[src/rtl/skew_feeder.sv]
// skew_feeder
//   Operand scheduler for an N x N systolic PE array. Each step accepts one
//   A column vector and one B row vector together over a joint valid/ready
//   handshake. Lane i of each vector goes onto the array edge i+1 cycles after
//   it is accepted, which produces the diagonal skew the array needs. Cycles
//   with no accepted step inject zeros on every lane. After K steps the block
//   flushes the array for 2N cycles and then pulses done_o for one cycle.
//
// Ports
//   clk_i      clock
//   rst_i      synchronous reset, active-high
//   start_i    begin a tile (only honoured in IDLE); len_i is sampled with it
//   len_i      number of steps K for the tile; 0 is ignored, values are clipped to K_MAX
//   a_valid_i  A vector available        a_ready_o  A vector consumed this cycle
//   a_data_i   A column, element i -> west lane i
//   b_valid_i  B vector available        b_ready_o  B vector consumed this cycle
//   b_data_i   B row, element j -> north lane j
//   west_o     skewed west edge inputs   north_o    skewed north edge inputs
//   busy_o     tile in progress          done_o     one-cycle tile-complete pulse
module skew_feeder #(
  parameter  int N        = 4,
  parameter  int NUM_BITS = 16,
  parameter  int K_MAX    = 64,
  localparam int LW       = $clog2(K_MAX + 1)
) (
  input  logic                          clk_i,
  input  logic                          rst_i,
  input  logic                          start_i,
  input  logic [LW-1:0]                 len_i,
  input  logic                          a_valid_i,
  output logic                          a_ready_o,
  input  logic [N-1:0][NUM_BITS-1:0]    a_data_i,
  input  logic                          b_valid_i,
  output logic                          b_ready_o,
  input  logic [N-1:0][NUM_BITS-1:0]    b_data_i,
  output logic [N-1:0][NUM_BITS-1:0]    west_o,
  output logic [N-1:0][NUM_BITS-1:0]    north_o,
  output logic                          busy_o,
  output logic                          done_o
);

  localparam int FW = (2 * N > 1) ? $clog2(2 * N) : 1;

  localparam logic [LW-1:0]       K_MAX_LW   = LW'(K_MAX);
  localparam logic [LW-1:0]       ONE_LW     = LW'(1);
  localparam logic [LW-1:0]       ZERO_LW    = {LW{1'b0}};
  localparam logic [FW-1:0]       FLUSH_LAST = FW'(2 * N - 1);
  localparam logic [FW-1:0]       ONE_FW     = FW'(1);
  localparam logic [FW-1:0]       ZERO_FW    = {FW{1'b0}};
  localparam logic [NUM_BITS-1:0] ZERO_D     = {NUM_BITS{1'b0}};

  typedef enum logic [1:0] {
    IDLE  = 2'd0,
    FEED  = 2'd1,
    FLUSH = 2'd2,
    DONE  = 2'd3
  } state_t;

  state_t        state_r, state_s;
  logic [LW-1:0] k_r, k_s;
  logic [LW-1:0] step_cnt_r, step_cnt_s;
  logic [FW-1:0] flush_cnt_r, flush_cnt_s;
  logic [LW-1:0] len_clip_s;
  logic          step_s;

  // A step needs both operands at once; a lone valid is simply held off.
  assign step_s     = (state_r == FEED) && a_valid_i && b_valid_i;
  assign a_ready_o  = step_s;
  assign b_ready_o  = step_s;
  assign len_clip_s = (len_i > K_MAX_LW) ? K_MAX_LW : len_i;

  assign busy_o = (state_r != IDLE);
  assign done_o = (state_r == DONE);

  // Next-state and counter update logic for the tile sequencer.
  always_comb begin
    state_s     = state_r;
    k_s         = k_r;
    step_cnt_s  = step_cnt_r;
    flush_cnt_s = flush_cnt_r;
    case (state_r)
      IDLE: begin
        if (start_i && (len_i != ZERO_LW)) begin
          state_s    = FEED;
          k_s        = len_clip_s;
          step_cnt_s = ZERO_LW;
        end else begin
          state_s = IDLE;
        end
      end
      FEED: begin
        if (step_s) begin
          step_cnt_s = step_cnt_r + ONE_LW;
          // The K-th accept moves straight to FLUSH on the next cycle.
          if ((step_cnt_r + ONE_LW) == k_r) begin
            state_s     = FLUSH;
            flush_cnt_s = ZERO_FW;
          end else begin
            state_s = FEED;
          end
        end else begin
          state_s = FEED;
        end
      end
      FLUSH: begin
        // 2N cycles push the last skewed vector through the whole array.
        if (flush_cnt_r == FLUSH_LAST) begin
          state_s = DONE;
        end else begin
          flush_cnt_s = flush_cnt_r + ONE_FW;
        end
      end
      DONE: begin
        state_s = IDLE;
      end
      default: begin
        state_s = IDLE;
      end
    endcase
  end

  // Sequencer state and counters.
  always_ff @(posedge clk_i) begin
    if (rst_i) begin
      state_r     <= IDLE;
      k_r         <= ZERO_LW;
      step_cnt_r  <= ZERO_LW;
      flush_cnt_r <= ZERO_FW;
    end else begin
      state_r     <= state_s;
      k_r         <= k_s;
      step_cnt_r  <= step_cnt_s;
      flush_cnt_r <= flush_cnt_s;
    end
  end

  // Skew lines: lane i is a chain of i+1 registers that shifts every cycle,
  // so a bubble (zero) enters all lanes together and diagonals stay aligned.
  for (genvar i = 0; i < N; i++) begin : g_lane
    logic [NUM_BITS-1:0] a_pipe_r [0:i];
    logic [NUM_BITS-1:0] b_pipe_r [0:i];

    // Shift register for west lane i and north lane i.
    always_ff @(posedge clk_i) begin
      if (rst_i) begin
        for (int d = 0; d <= i; d++) begin
          a_pipe_r[d] <= ZERO_D;
          b_pipe_r[d] <= ZERO_D;
        end
      end else begin
        a_pipe_r[0] <= step_s ? a_data_i[i] : ZERO_D;
        b_pipe_r[0] <= step_s ? b_data_i[i] : ZERO_D;
        for (int d = 1; d <= i; d++) begin
          a_pipe_r[d] <= a_pipe_r[d-1];
          b_pipe_r[d] <= b_pipe_r[d-1];
        end
      end
    end

    assign west_o[i]  = a_pipe_r[i];
    assign north_o[i] = b_pipe_r[i];
  end

endmodule

[config.mk]
export PLATFORM = sky130hd
export DESIGN_NAME = skew_feeder
export DESIGN_NICKNAME = d
export VERILOG_FILES = /design/src/rtl/skew_feeder.sv
export SDC_FILE = /design/constraint.sdc
export NUM_CORES = 1
export LEC_CHECK = 0
export BUFFER_PORTS_ARGS = -buffer_cell sky130_fd_sc_hd__clkbuf_2
export CORE_MARGIN = 2
export CORE_UTILIZATION = 47
export CTS_CLUSTER_SIZE = 14
export DETAILED_ROUTE_END_ITERATION = 8
export PLACE_DENSITY_LB_ADDON = 0.05
export SYNTH_ARGS = -nofsm -noshare
export SYNTH_HDL_FRONTEND = slang
export SYNTH_SLANG_ARGS = --single-unit
[constraint.sdc]
create_clock -name clk_i -period 1.6 [get_ports clk_i]
set_input_delay 0.32 -clock clk_i [delete_from_list [all_inputs] [get_ports clk_i]]
set_output_delay 0.32 -clock clk_i [all_outputs]
set_load 0.05 [all_outputs]
======== Yosys cells after proc, flatten, opt, wreduce, memory -nomap -nowiden ========
Memories as Yosys holds them, arrays and structs flattened.
Cells that the tools add are included.
cells by class
  mux-type cells .......................... 46
  add/subtract/negate cells ............... 2
  bitwise operators ....................... 18
  equality and inequality tests ........... 10
  magnitude comparators ................... 1
  reduce and logical (&&, ||, !) cells .... 13
operators with widths
  cell                                                              count
  16-bit 2-to-1 mux                                                 28
  16-bit OR reduction                                               2
  7-bit 2-to-1 mux                                                  3
  1-bit bitwise OR                                                  18
  7-bit one-hot mux with 2 select lines                             1
  3-bit 2-to-1 mux                                                  3
  2-bit != test (second input constant)                             4
  2-bit one-hot mux with 4 select lines                             1
  7-bit by 1-bit adder with 7-bit output (second input constant)    1
  7-bit == test                                                     1
  7-bit greater-than comparator (second input constant)             1
  7-bit nonzero test                                                1
  1-bit 2-to-1 mux                                                  6
  2-bit 2-to-1 mux                                                  3
  3-bit one-hot mux with 2 select lines                             1
  2-bit nonzero test                                                3
  2-bit == test (second input constant)                             2
  4-bit AND reduction                                               1
  3-bit by 1-bit adder with 3-bit output (second input constant)    1
  3-bit == test (second input constant)                             1
  1-bit logical AND                                                 3
  3-bit AND reduction                                               1
  2-bit by 1-bit == test with 1-bit output (second input constant)  1
  2-bit logical NOT                                                 1
  2 further kinds                                                   2
word-level totals
  register bits after elaboration ......... 19
  output and inout port bits .............. 132
  memories ................................ 8
  input bits .............................. 140
  bits in writable memories ............... 320
  logic and storage cells ................. 102
memory list
  memory              words  bits a word  rd ports  clocked after memory_dff  wr ports  line  text
  g_lane[3].a_pipe_r  4      16           4         0                         4         140   logic [NUM_BITS-1:0] a_pipe_r [0:i];
  g_lane[3].b_pipe_r  4      16           4         0                         4         141   logic [NUM_BITS-1:0] b_pipe_r [0:i];
  g_lane[2].a_pipe_r  3      16           3         0                         3         140
  g_lane[2].b_pipe_r  3      16           3         0                         3         141
  g_lane[1].a_pipe_r  2      16           2         0                         2         140
  g_lane[1].b_pipe_r  2      16           2         0                         2         141
  +2 memories         --     --           --        --                        --        --

======== Longest topological paths before layout ========
Gate-level depths: netlist of run 1.
  word-level depth ........................ 5
  depth in mapped cells ................... 7

======== Least setup slack after synthesis of run 1 ========
Ideal clock, no wire load.
  path kind ............................... flip-flop to flip-flop
  from .................................... reg step_cnt_r[0]
  to ...................................... reg flush_cnt_r[1]
  setup slack ............................. -0.038 ns
  period minus slack after synthesis ...... 1.638 ns
  stages on the path, launching flop included .. 7
  arrival ................................. 1.569 ns
  library setup time ...................... 0.069 ns
  path through ............................ dfxtp_1 > ha_1 > and2_1 > a211o_1 > a31o_1 > a41o_1 > o21ai_1
between the ends
  word-level cells in the longest chain between the ends .. 4
ends and longest elaborated chain
  element                                                    line  text
  start: declaration                                         61    logic [LW-1:0] step_cnt_r, step_cnt_s;
  start signal: assignment                                   132   step_cnt_r <= step_cnt_s;
  7-bit by 1-bit adder with 7-bit output                     95    if ((step_cnt_r + ONE_LW) == k_r) begin
  7-bit == test                                              95
  2-bit by 1-bit != test with 1-bit output (no source line)  --
  4-bit AND reduction (no source line)                       --
  end signal: assignment                                     133   flush_cnt_r <= flush_cnt_s;
  end: declaration                                           62    logic [FW-1:0] flush_cnt_r, flush_cnt_s;
Every way passes these cells.
A chain may end at the register's enable or synchronous reset.

======== Worst setup path after layout of run 1 ========
  from .................................... reg state_r[0]
  to ...................................... out b_ready_o
between the ends
  word-level cells in the longest chain between the ends .. 3
ends and longest elaborated chain
  element                                   line  text
  start: declaration                        59    state_t state_r, state_s;
  start signal: assignment                  130   state_r <= state_s;
  2-bit by 1-bit == test with 1-bit output  67    assign step_s = (state_r == FEED) && a_valid_i && b_valid_i;
  1-bit logical AND (2 in a row)            67
  end: declaration                          34    output logic b_ready_o,
Every way passes these cells.

==> metrics.yaml, run 1 <==
crit_required_ns: 1.28
dieArea_um2: 23090
grt_max_degree: 67
crit_buf_inv: 2
synthCells: 884
min_period_over_period_pct: 102.8
initial_utilization_pct: 47.59
path_class: "reg -> out"
power.switching_w: 0.003570
worst_skew_pair.late_latency_ns: 0.49
grt_usage_pct: 15.03
finalSetupTns_ns: -0.09403
r2r_start: "step_cnt_r[0]"
drv_cap: 0
critPathCaptureType: "primary output"
clkPwrFrac_pct: 45.7
grt_overflow_total: 0
cts_max_level: 2
r2r_end: "state_r[0]"
vias_per_cell: 4.197
hold_start: "b_data_i[3]"
fillerInstances: 1824
synth_common_cells: "dfxtp_1, nor2b_1, and2_1"
use_met1_pct: 17.87
seqPwrFrac_pct: 49.0
cellPowerDensity_nw_per_um2: 1350
diodes: 0
clk_path_buf_depth: 3
worstHoldPathType: "in -> reg"
dp_hpwl_um: 11860
hold_depth: 2
yosysTopAreaCellShare_pct: 65.96
pre_cts_slack_ns: -0.1436
area_growth_syn_to_layout_pct: 26.16
portBuffers: 271
core_area_um2: 21620
slowest_delay_ns: 0.33
cts_root_buf: "clkbuf_16"
synth_edf_count: 0
cp.arrival_ns: 1.33
finalCriticalPeriod_ns: 1.645
die_h_um: 152.0
syn_area_um2: 10290
path_delay_family: "flip-flops"
grtUsageMet3_pct: 5.562
crit_chain: "nor2b_4, nand3_4, inv_6, buf_12"
grt_busiest_layer: "met2"
finClkSkew_ns: 0.009622
postLayoutCoreUtil_pct: 60.03
synth.avg_cell_area_um2: 11.64
ir_drop_mv: 0.9186
drv_slew: 0
drcViolationCount: 0
slew_headroom_pct: 76.03
violations: "negative setup slack"
synth_top_area_cell: "dfxtp_1"
grt_antenna_before_repair: 2
seq_area_frac_synth_pct: 65.96
cp_max_fo: 3
drt.antenna.violating_nets: 0
yosysMostFrequentCell: "dfxtp_1"
syn_nets: 1027
worst_path_max_delay_cell: "dfxtp_2"
cts-buffers-inserted: 35
layout.nets: 1259
finalWorstSetupSlack_ns: -0.04547
synth_ff_type: "dfxtp_1"
final_layout_size_suffix_gt1_share_pct: 34.01
fmax_ghz: 0.6077
die_w_um: 152.0
report.final.hold_viol_count: 0
cts_tree: "yes"
grt_pass1_vias: 5622
clock_sinks: 339
synth_area_leaders: "dfxtp_1, nor2b_1, and2_1"
async_reset_ff_share_pct: 0
avgRoutedWirePerCell_um: 12.38
finalSetupViolCount: 3
outcome: "complete, but fails checks"
drt_wl_total_um: 17560
core.rowCount: 54
synth_warnings: 0
vias: 5951
worstMarginPinSlew_ns: 0.3595
worstSetupStartpointType: "flop"
gp_congestion: 0.7669
num_io_pins: 272
use_met2_pct: 24.50
p_sw_share_pct: 20.38
rsz0062_at_grt: "true"
internal_power_w: 0.01395
p_comb_share_pct: 5.2
ys_ff_latch: 339
drt-initial-drc-count: 130
drtPass1Iterations: 4
synth_cell_type_count: 39
reg2regPathDepth: 6
power_leakage_nw: 5.807
r2r_slack_ns: 0.06
clk_pin_slew_ns: 0.06
hold_end: "g_lane[0].b_pipe_r[0][3]"
grt_first_pass_wirelength_um: 28210
worst max-delay path by stage:
stage,cells past startpoint,slack (ns),start,end
CTS,4,-0.07,flop,b_ready_o
finish,4,-0.05,state_r[0],b_ready_o
global placement,6,-0.11,len_i[2],step_cnt_r[4]
global route,4,-0.10,state_r[0],a_ready_o
detailed placement,6,-0.14,len_i[2],step_cnt_r[4]
floorplan,6,0.002,step_cnt_r[0],flush_cnt_r[1]
metrics by stage:
step                      total power, W  hold WS [ns]  std cells  instance area, µm²
after floorplan                 0.009259        0.4138        884               10290
after global placement          0.009586        0.4153       1335               11480
after detailed placement        0.009590        0.4204       1335               11480
after CTS                        0.01777    0.00007994       1416               12900
after global routing             0.01822      0.007582       1418               12980
final                            0.01752       0.02616       1418               12980
flip-flops by register name, indices dropped and copies added (netlist names), named ones only:
signal,cells
step_cnt_r,7
g_lane.b_pipe_r,160
k_r,7
g_lane.a_pipe_r,160
flush_cnt_r,3
state_r,1
metal layers:
layer  share of wire (%)  vias up
met5                0.15        -
met4                 3.7        4
met3                 8.2       46
met2                  46      207
met1                  42     2586
li1                    -     3108
cell families after synthesis:
group	synth area share, %
flops	65.96
compound gates	2.578
fa+ha+maj	0.3649
simple gates	22.41
xor+xnor	0.7662
buf+inv	7.917
final cells by class:
class	count	area, µm²	share of cell area, %
Clock buffer	51	1039	8.001
Clock inverter	8	118.9	0.9158
Inverter	6	27.53	0.2121
Multi-Input combinational cell	418	2776	21.39
Sequential cell	339	6797	52.36
Tap cell	280	350.3	2.699
Timing Repair Buffer	316	1872	14.42
repair_timing:
item / in CTS / in global routing
resized for setup: 14 / 18
endpoints found under the hold margin: 17 / 0
hold buffers: 17 / 0
setup buffers: 7 / 2
pin swaps: 8 / 10
endpoints found under the setup margin: 8 / 9
power groups by stage:
stage               clock [W]  sequential [W]  combinational (W)
floorplan                   0         0.00882           0.000437
global placement            0         0.00877           0.000813
detailed placement          0         0.00878           0.000815
CTS                   0.00828         0.00859           0.000897
global route          0.00862         0.00860           0.000998
finish                0.00801         0.00859           0.000917
cells in the final DEF (no fill, tap or decap), types with 6 or more instances in the layout:
master and count:
dfxtp_1 333, clkbuf_8 6, clkbuf_2 266, nor2b_1 192
a21oi_1 8, nand2_1 12, nor2_1 14, buf_12 8
and2_1 129, clkbuf_16 37, clkbuf_1 8, buf_4 21
dlygate4sd3_1 17
Power figures use the tool's default switching activity.
==> run 2, diff against run 1 <==
==> constraint.sdc (replaced) <==
create_clock -name clk_i -period 1.6 [get_ports clk_i]
set_input_delay 0.08 -clock clk_i [delete_from_list [all_inputs] [get_ports clk_i]]
set_output_delay 0.08 -clock clk_i [all_outputs]
set_load 0.05 [all_outputs]
==> metrics.yaml, run 2 (synthesized netlist as in run 1, its figures left out) <==
cts_tree: "yes"
initial_utilization_pct: 47.59  # unchanged
die_w_um: 152.0  # unchanged
ir_drop_mv: 0.7429  # -19%
critPathCaptureType: "flop"
pre_cts_slack_ns: -0.01942  # +0.1242 ns
p_total_w: 0.01751  # about the same
final_layout_size_suffix_gt1_share_pct: 30.37  # -3.6 points
finalWorstSetupSlack_ns: 0.02549  # +0.07097 ns
internal_power_w: 0.01386  # -0.70%
p_comb_share_pct: 6.6  # +1.4 points
worstSetupStartpointType: "input port"
path_class: "in -> reg"
grt_pass1_vias: 6150  # +9.4%
portBuffers: 271  # unchanged
grt_max_degree: 81  # +21%
power_leakage_nw: 6.298  # +8.5%
drv_slew: 0  # unchanged
vias: 6427  # +8.0%
gp_congestion: 0.7603  # -0.86%
power.switching_w: 0.003657  # +2.4%
cts_root_buf: "clkbuf_16"
finalCriticalPeriod_ns: 1.575  # -0.07097 ns
reg.largest.list: "g_lane.a_pipe_r x160, g_lane.b_pipe_r x160"
grt_overflow_total: 0  # unchanged
clkPwrFrac_pct: 44.3  # -1.4 points
rsz0062_at_grt: "true"
outcome: "complete, no violations"
drtPass1Iterations: 4  # unchanged
clk_path_buf_depth: 3  # unchanged
min_period_over_period_pct: 98.41  # -4.4 points
avgRoutedWirePerCell_um: 12.33  # -0.39%
vias_per_cell: 4.168  # -0.69%
dieArea_um2: 23090  # unchanged
finalInstanceArea_um2: 14150  # +9.0%
cp.arrival_ns: 1.95  # +0.62 ns
report.final.hold_viol_count: 0  # unchanged
core_area_um2: 21620  # unchanged
place_area_um2: 11390  # -0.78%
drt_wl_total_um: 19020  # +8.3%
layout.nets: 1379  # +9.5%
worstHoldPathType: "in -> reg"
layout_common_cells: "dfxtp_1, clkbuf_2, nor2b_1, dlygate4sd3_1, and2_1"
fmax_ghz: 0.6351  # +4.5%
dp_hpwl_um: 11520  # -2.9%
worstMarginPinSlew_ns: 0.3996  # +0.04010 ns
worst_skew_pair.late_latency_ns: 0.49  # about the same
die_h_um: 152.0  # unchanged
mostFrequentLayoutCell: "dfxtp_1"
drv_cap: 0  # unchanged
area_growth_syn_to_layout_pct: 37.57
p_sw_share_pct: 20.88  # +0.50 points
core.rowCount: 54  # unchanged
num_io_pins: 272  # unchanged
drcViolationCount: 0  # unchanged
cp_max_fo: 6  # +3
finClkSkew_ns: 0.01349  # +0.003872 ns
crit_required_ns: 1.98  # +0.70 ns
cts-buffers-inserted: 35  # unchanged
grt_antenna_before_repair: 1  # -1
drt-initial-drc-count: 137  # +5.4%
drt.antenna.violating_nets: 0  # unchanged
slew_headroom_pct: 73.36  # -2.7 points
cellPowerDensity_nw_per_um2: 1237  # -8.3%
finalSetupViolCount: 0  # -3
clk_pin_slew_ns: 0.06  # about the same
grt_first_pass_wirelength_um: 30610  # +8.5%
grt_usage_pct: 16.12  # +1.1 points
clock_sinks: 339  # unchanged
cts_max_level: 2  # unchanged
seqPwrFrac_pct: 49.1  # about the same
run 2: changes by cell type in the layout (fill, tap and decap cells not counted), sizes merged:
cell / change
diode: +1
inv: -1
clkinv: +4
buf: -4
clkbuf: +6
bufinv: -2
dlygate4sd3: +120
run 2: worst paths after layout:
check                             from                   endpoint  slack (ns)  cells past startpoint
min                           len_i[6]                     k_r[1]        0.06                      5
max                           len_i[4]                     k_r[2]        0.03                      9
max reg2reg              step_cnt_r[1]                 state_r[0]        0.05                      6
min reg2reg  g_lane[3].b_pipe_r[1][13]  g_lane[3].b_pipe_r[2][13]        0.43                      1
run 2: per-layer routing:
metal | part of all wire (%) | up-vias | wire [µm] | global-route usage [%]
met4 | 3.2 | 0 | 611 | 6.542
met3 | 7.3 | 46 | 1379 | 5.077
met2 | 48 | 205 | 9135 | 27.20
met1 | 41 | 2832 | 7890 | 19.14
li1 | - | 3344 | - | -
met5 | 0 | - | 0 | 0
run 2: timing repair:
| item | in CTS | in global routing |
|---|---|---|
| hold buffers | 137 | 0 |
| endpoints found under the hold margin | 142 | 0 |
| pin swaps | 2 | 10 |
| endpoints found under the setup margin | 6 | 15 |
| gates cloned | 0 | 1 |
| buffers inserted | 1 | 11 |
| gates resized for setup | 13 | 19 |
run 2: layout make-up:
class | count | area, µm²
antenna | 1 | 2.502
clock inverter | 9 | 81.33
fill | 1684 | 7467
tap | 280 | 350.3
clock buffer | 53 | 1046
sequential | 339 | 6795
multi-input combinational | 418 | 2776
timing repair buffer | 436 | 3072
inverter | 6 | 30.03
run 2: power groups by stage:
stage / combinational [W] / sequential [W] / clock (W)
global route: 0.00126 / 0.00861 / 0.00839
global placement: 0.000775 / 0.00877 / 0
floorplan: 0.000436 / 0.00882 / 0
CTS: 0.00108 / 0.00859 / 0.00799
finish: 0.00116 / 0.00860 / 0.00775
detailed placement: 0.000781 / 0.00878 / 0
run 2: worst max-delay path: stages:
cell           delay [ns]
dlygate4sd3_1        0.53
clkbuf_2             0.12
or4_4                0.51
o211ai_4             0.21
buf_4                0.16
clkbuf_16            0.13
nor3b_1              0.04
a21oi_1              0.13
nor2_1               0.05
run 2: through the flow:
step | cells | utilization (%) | TNS, ns | hold slack, ns
2_1_floorplan | 884 | - | 0 | 0.2017
3_3_place_gp | 1329 | 52.70 | -0.01156 | 0.2792
3_5_place_dp | 1329 | 52.70 | -0.04214 | 0.2811
4_1_cts | 1529 | 64.57 | 0 | 0.03779
5_1_grt | 1542 | 65.46 | -0.2348 | 0.07136
6_report | 1542 | 65.46 | 0 | 0.05588
==> run 3, diff against run 2 <==
CTS_BUF_LIST = sky130_fd_sc_hd__clkbuf_16   (was unset)
==> metrics.yaml, run 3 (synthesized netlist as in run 1, its figures left out) <==
worstHoldPathType: "in -> reg"
crit_required_ns: 1.97  # about the same
r2r_end: "state_r[0]"
power_leakage_nw: 6.306  # +0.12%
ir_drop_mv: 0.7408  # -0.28%
cts-buffers-inserted: 35  # unchanged
worst_path_max_delay_cell: "dlygate4sd3_1"
vias: 6411  # -0.25%
dieArea_um2: 23090  # unchanged
placed_cells: 1329  # unchanged
hold_end: "k_r[1]"
fmax_ghz: 0.6348  # about the same
clk_pin_slew_ns: 0.06  # about the same
slowest_delay_ns: 0.53  # about the same
layout.cells.non_filler: 1542  # unchanged
cp_max_fo: 6  # unchanged
grt_first_pass_wirelength_um: 30420  # -0.63%
mostFrequentLayoutCell: "dfxtp_1"
final_layout_size_suffix_gt1_share_pct: 29.90  # -0.48 points
area_growth_syn_to_layout_pct: 36.98
vias_per_cell: 4.158  # -0.25%
finalCriticalPeriod_ns: 1.575  # +0.0007139 ns
grt_usage_pct: 16.00  # -0.12 points
slew_headroom_pct: 73.37  # about the same
worstSetupStartpointType: "input port"
hold_start: "len_i[6]"
critPathCaptureType: "flop"
finalSetupViolCount: 0  # unchanged
clk_path_buf_depth: 3  # unchanged
cts_tree: "yes"
grt_max_degree: 81  # unchanged
core_area_um2: 21620  # unchanged
postLayoutCoreUtil_pct: 65.19  # -0.28 points
report.final.hold_viol_count: 0  # unchanged
clock_sinks: 339  # unchanged
grt_overflow_total: 0  # unchanged
core.rowCount: 54  # unchanged
outcome: "complete, no violations"
drcViolationCount: 0  # unchanged
drt_wl_total_um: 18910  # -0.58%
avgRoutedWirePerCell_um: 12.26  # -0.58%
layout.nets: 1379  # unchanged
die_h_um: 152.0  # unchanged
num_io_pins: 272  # unchanged
worst_skew_pair.late_latency_ns: 0.49  # about the same
initial_utilization_pct: 47.59  # unchanged
cts_root_buf: "clkbuf_16"
drt.antenna.violating_nets: 0  # unchanged
r2r_start: "step_cnt_r[1]"
finalSetupTns_ns: 0  # unchanged
finClkSkew_ns: 0.01106  # -0.002430 ns
r2r_slack_ns: 0.05  # about the same
fillerInstances: 1701  # +1.0%
portBuffers: 271  # unchanged
rsz0062_at_grt: "true"
cts_max_level: 2  # unchanged
min_period_over_period_pct: 98.45  # about the same
grt_antenna_before_repair: 1  # unchanged
cp.arrival_ns: 1.95  # about the same
gp_congestion: 0.7603  # unchanged
hold_depth: 5  # unchanged
drt-initial-drc-count: 132  # -3.6%
reg2regPathDepth: 6  # unchanged
drtPass1Iterations: 4  # unchanged
cellPowerDensity_nw_per_um2: 1217  # -1.7%
layout_common_cells: "dfxtp_1, clkbuf_2, nor2b_1, dlygate4sd3_1, and2_1"
grt_pass1_vias: 6124  # -0.42%
reg.largest.list: "g_lane.a_pipe_r x160, g_lane.b_pipe_r x160"
drv_cap: 0  # unchanged
die_w_um: 152.0  # unchanged
drv_slew: 0  # unchanged
worstMarginPinSlew_ns: 0.3995  # -0.0001378 ns
dp_hpwl_um: 11520  # unchanged
crit_chain: "dlygate4sd3_1, clkbuf_2, or4_4, o211ai_4, buf_4, clkbuf_16, nor3b_1, a21oi_1, nor2_1"
path_class: "in -> reg"
==> run 3: what timing repair did <==
| item | in CTS | in global routing |
|---|---|---|
| buffers inserted | 1 | 11 |
| pin swaps | 2 | 10 |
| hold buffers | 137 | 0 |
| setup endpoints to repair | 6 | 15 |
| endpoints found under the hold margin | 142 | 0 |
| resized for setup | 13 | 19 |
| gates cloned | 0 | 1 |
==> run 3: layer usage <==
layer	GRT usage, %	wire [µm]	share of wire [%]
met5	0	0	0
met4	6.409	609	3.2
met3	5.077	1392	7.4
met2	27.03	8999	48
met1	18.97	7904	42
==> run 3: power breakdown <==
part	total, W	internal (W)	switching, W	leakage (nW)
clock	0.00739	0.00433	0.00305	0.567
combinational	0.00116	0.000616	0.000546	3.00
sequential	0.00860	0.00855	0.0000440	2.74
total	0.0171	0.0135	0.00365	6.31
==> run 3: worst max path at each step <==
stage | from | end | slack (ns) | cells after the start
2_1_floorplan | step_cnt_r[0] | flush_cnt_r[1] | 0.002 | 6
3_3_place_gp | step_cnt_r[0] | flush_cnt_r[2] | -0.01 | 6
3_5_place_dp | step_cnt_r[0] | state_r[0] | -0.02 | 6
4_1_cts | state_r[0] | b_ready_o | 0.008 | 5
5_1_grt | step_cnt_r[3] | state_r[0] | -0.05 | 5
6_report | len_i[4] | k_r[2] | 0.02 | 9
==> run 3: critical path: cells and delay by family <==
kind,cells,cell delay (ns)
buf+inv,4,0.94
simple gates,3,0.60
compound gates,2,0.34
==> run 3: final cells by class <==
cell class / instances / area [µm²] / area share, %
repair buffers: 436 / 3072 / 21.80
clock buffers: 37 / 925.9 / 6.570
clock inverters: 25 / 141.4 / 1.003
well taps: 280 / 350.3 / 2.486
multi-input cells: 418 / 2776 / 19.70
diodes: 1 / 2.502 / 0.01776
flip-flops and latches: 339 / 6795 / 48.22
inverters: 6 / 30.03 / 0.2131
==> run 3: stage by stage <==
step | hold WS [ns] | cell area [µm²] | setup slack (ns) | total power [W]
after CTS | 0.03913 | 13900 | 0.007865 | 0.01730
after floorplan | 0.2017 | 10290 | 0.001755 | 0.009258
after detailed placement | 0.2811 | 11390 | -0.01942 | 0.009559
after global routing | 0.07208 | 14090 | -0.04782 | 0.01789
final | 0.05659 | 14090 | 0.02478 | 0.01715
after global placement | 0.2792 | 11390 | -0.01050 | 0.009550
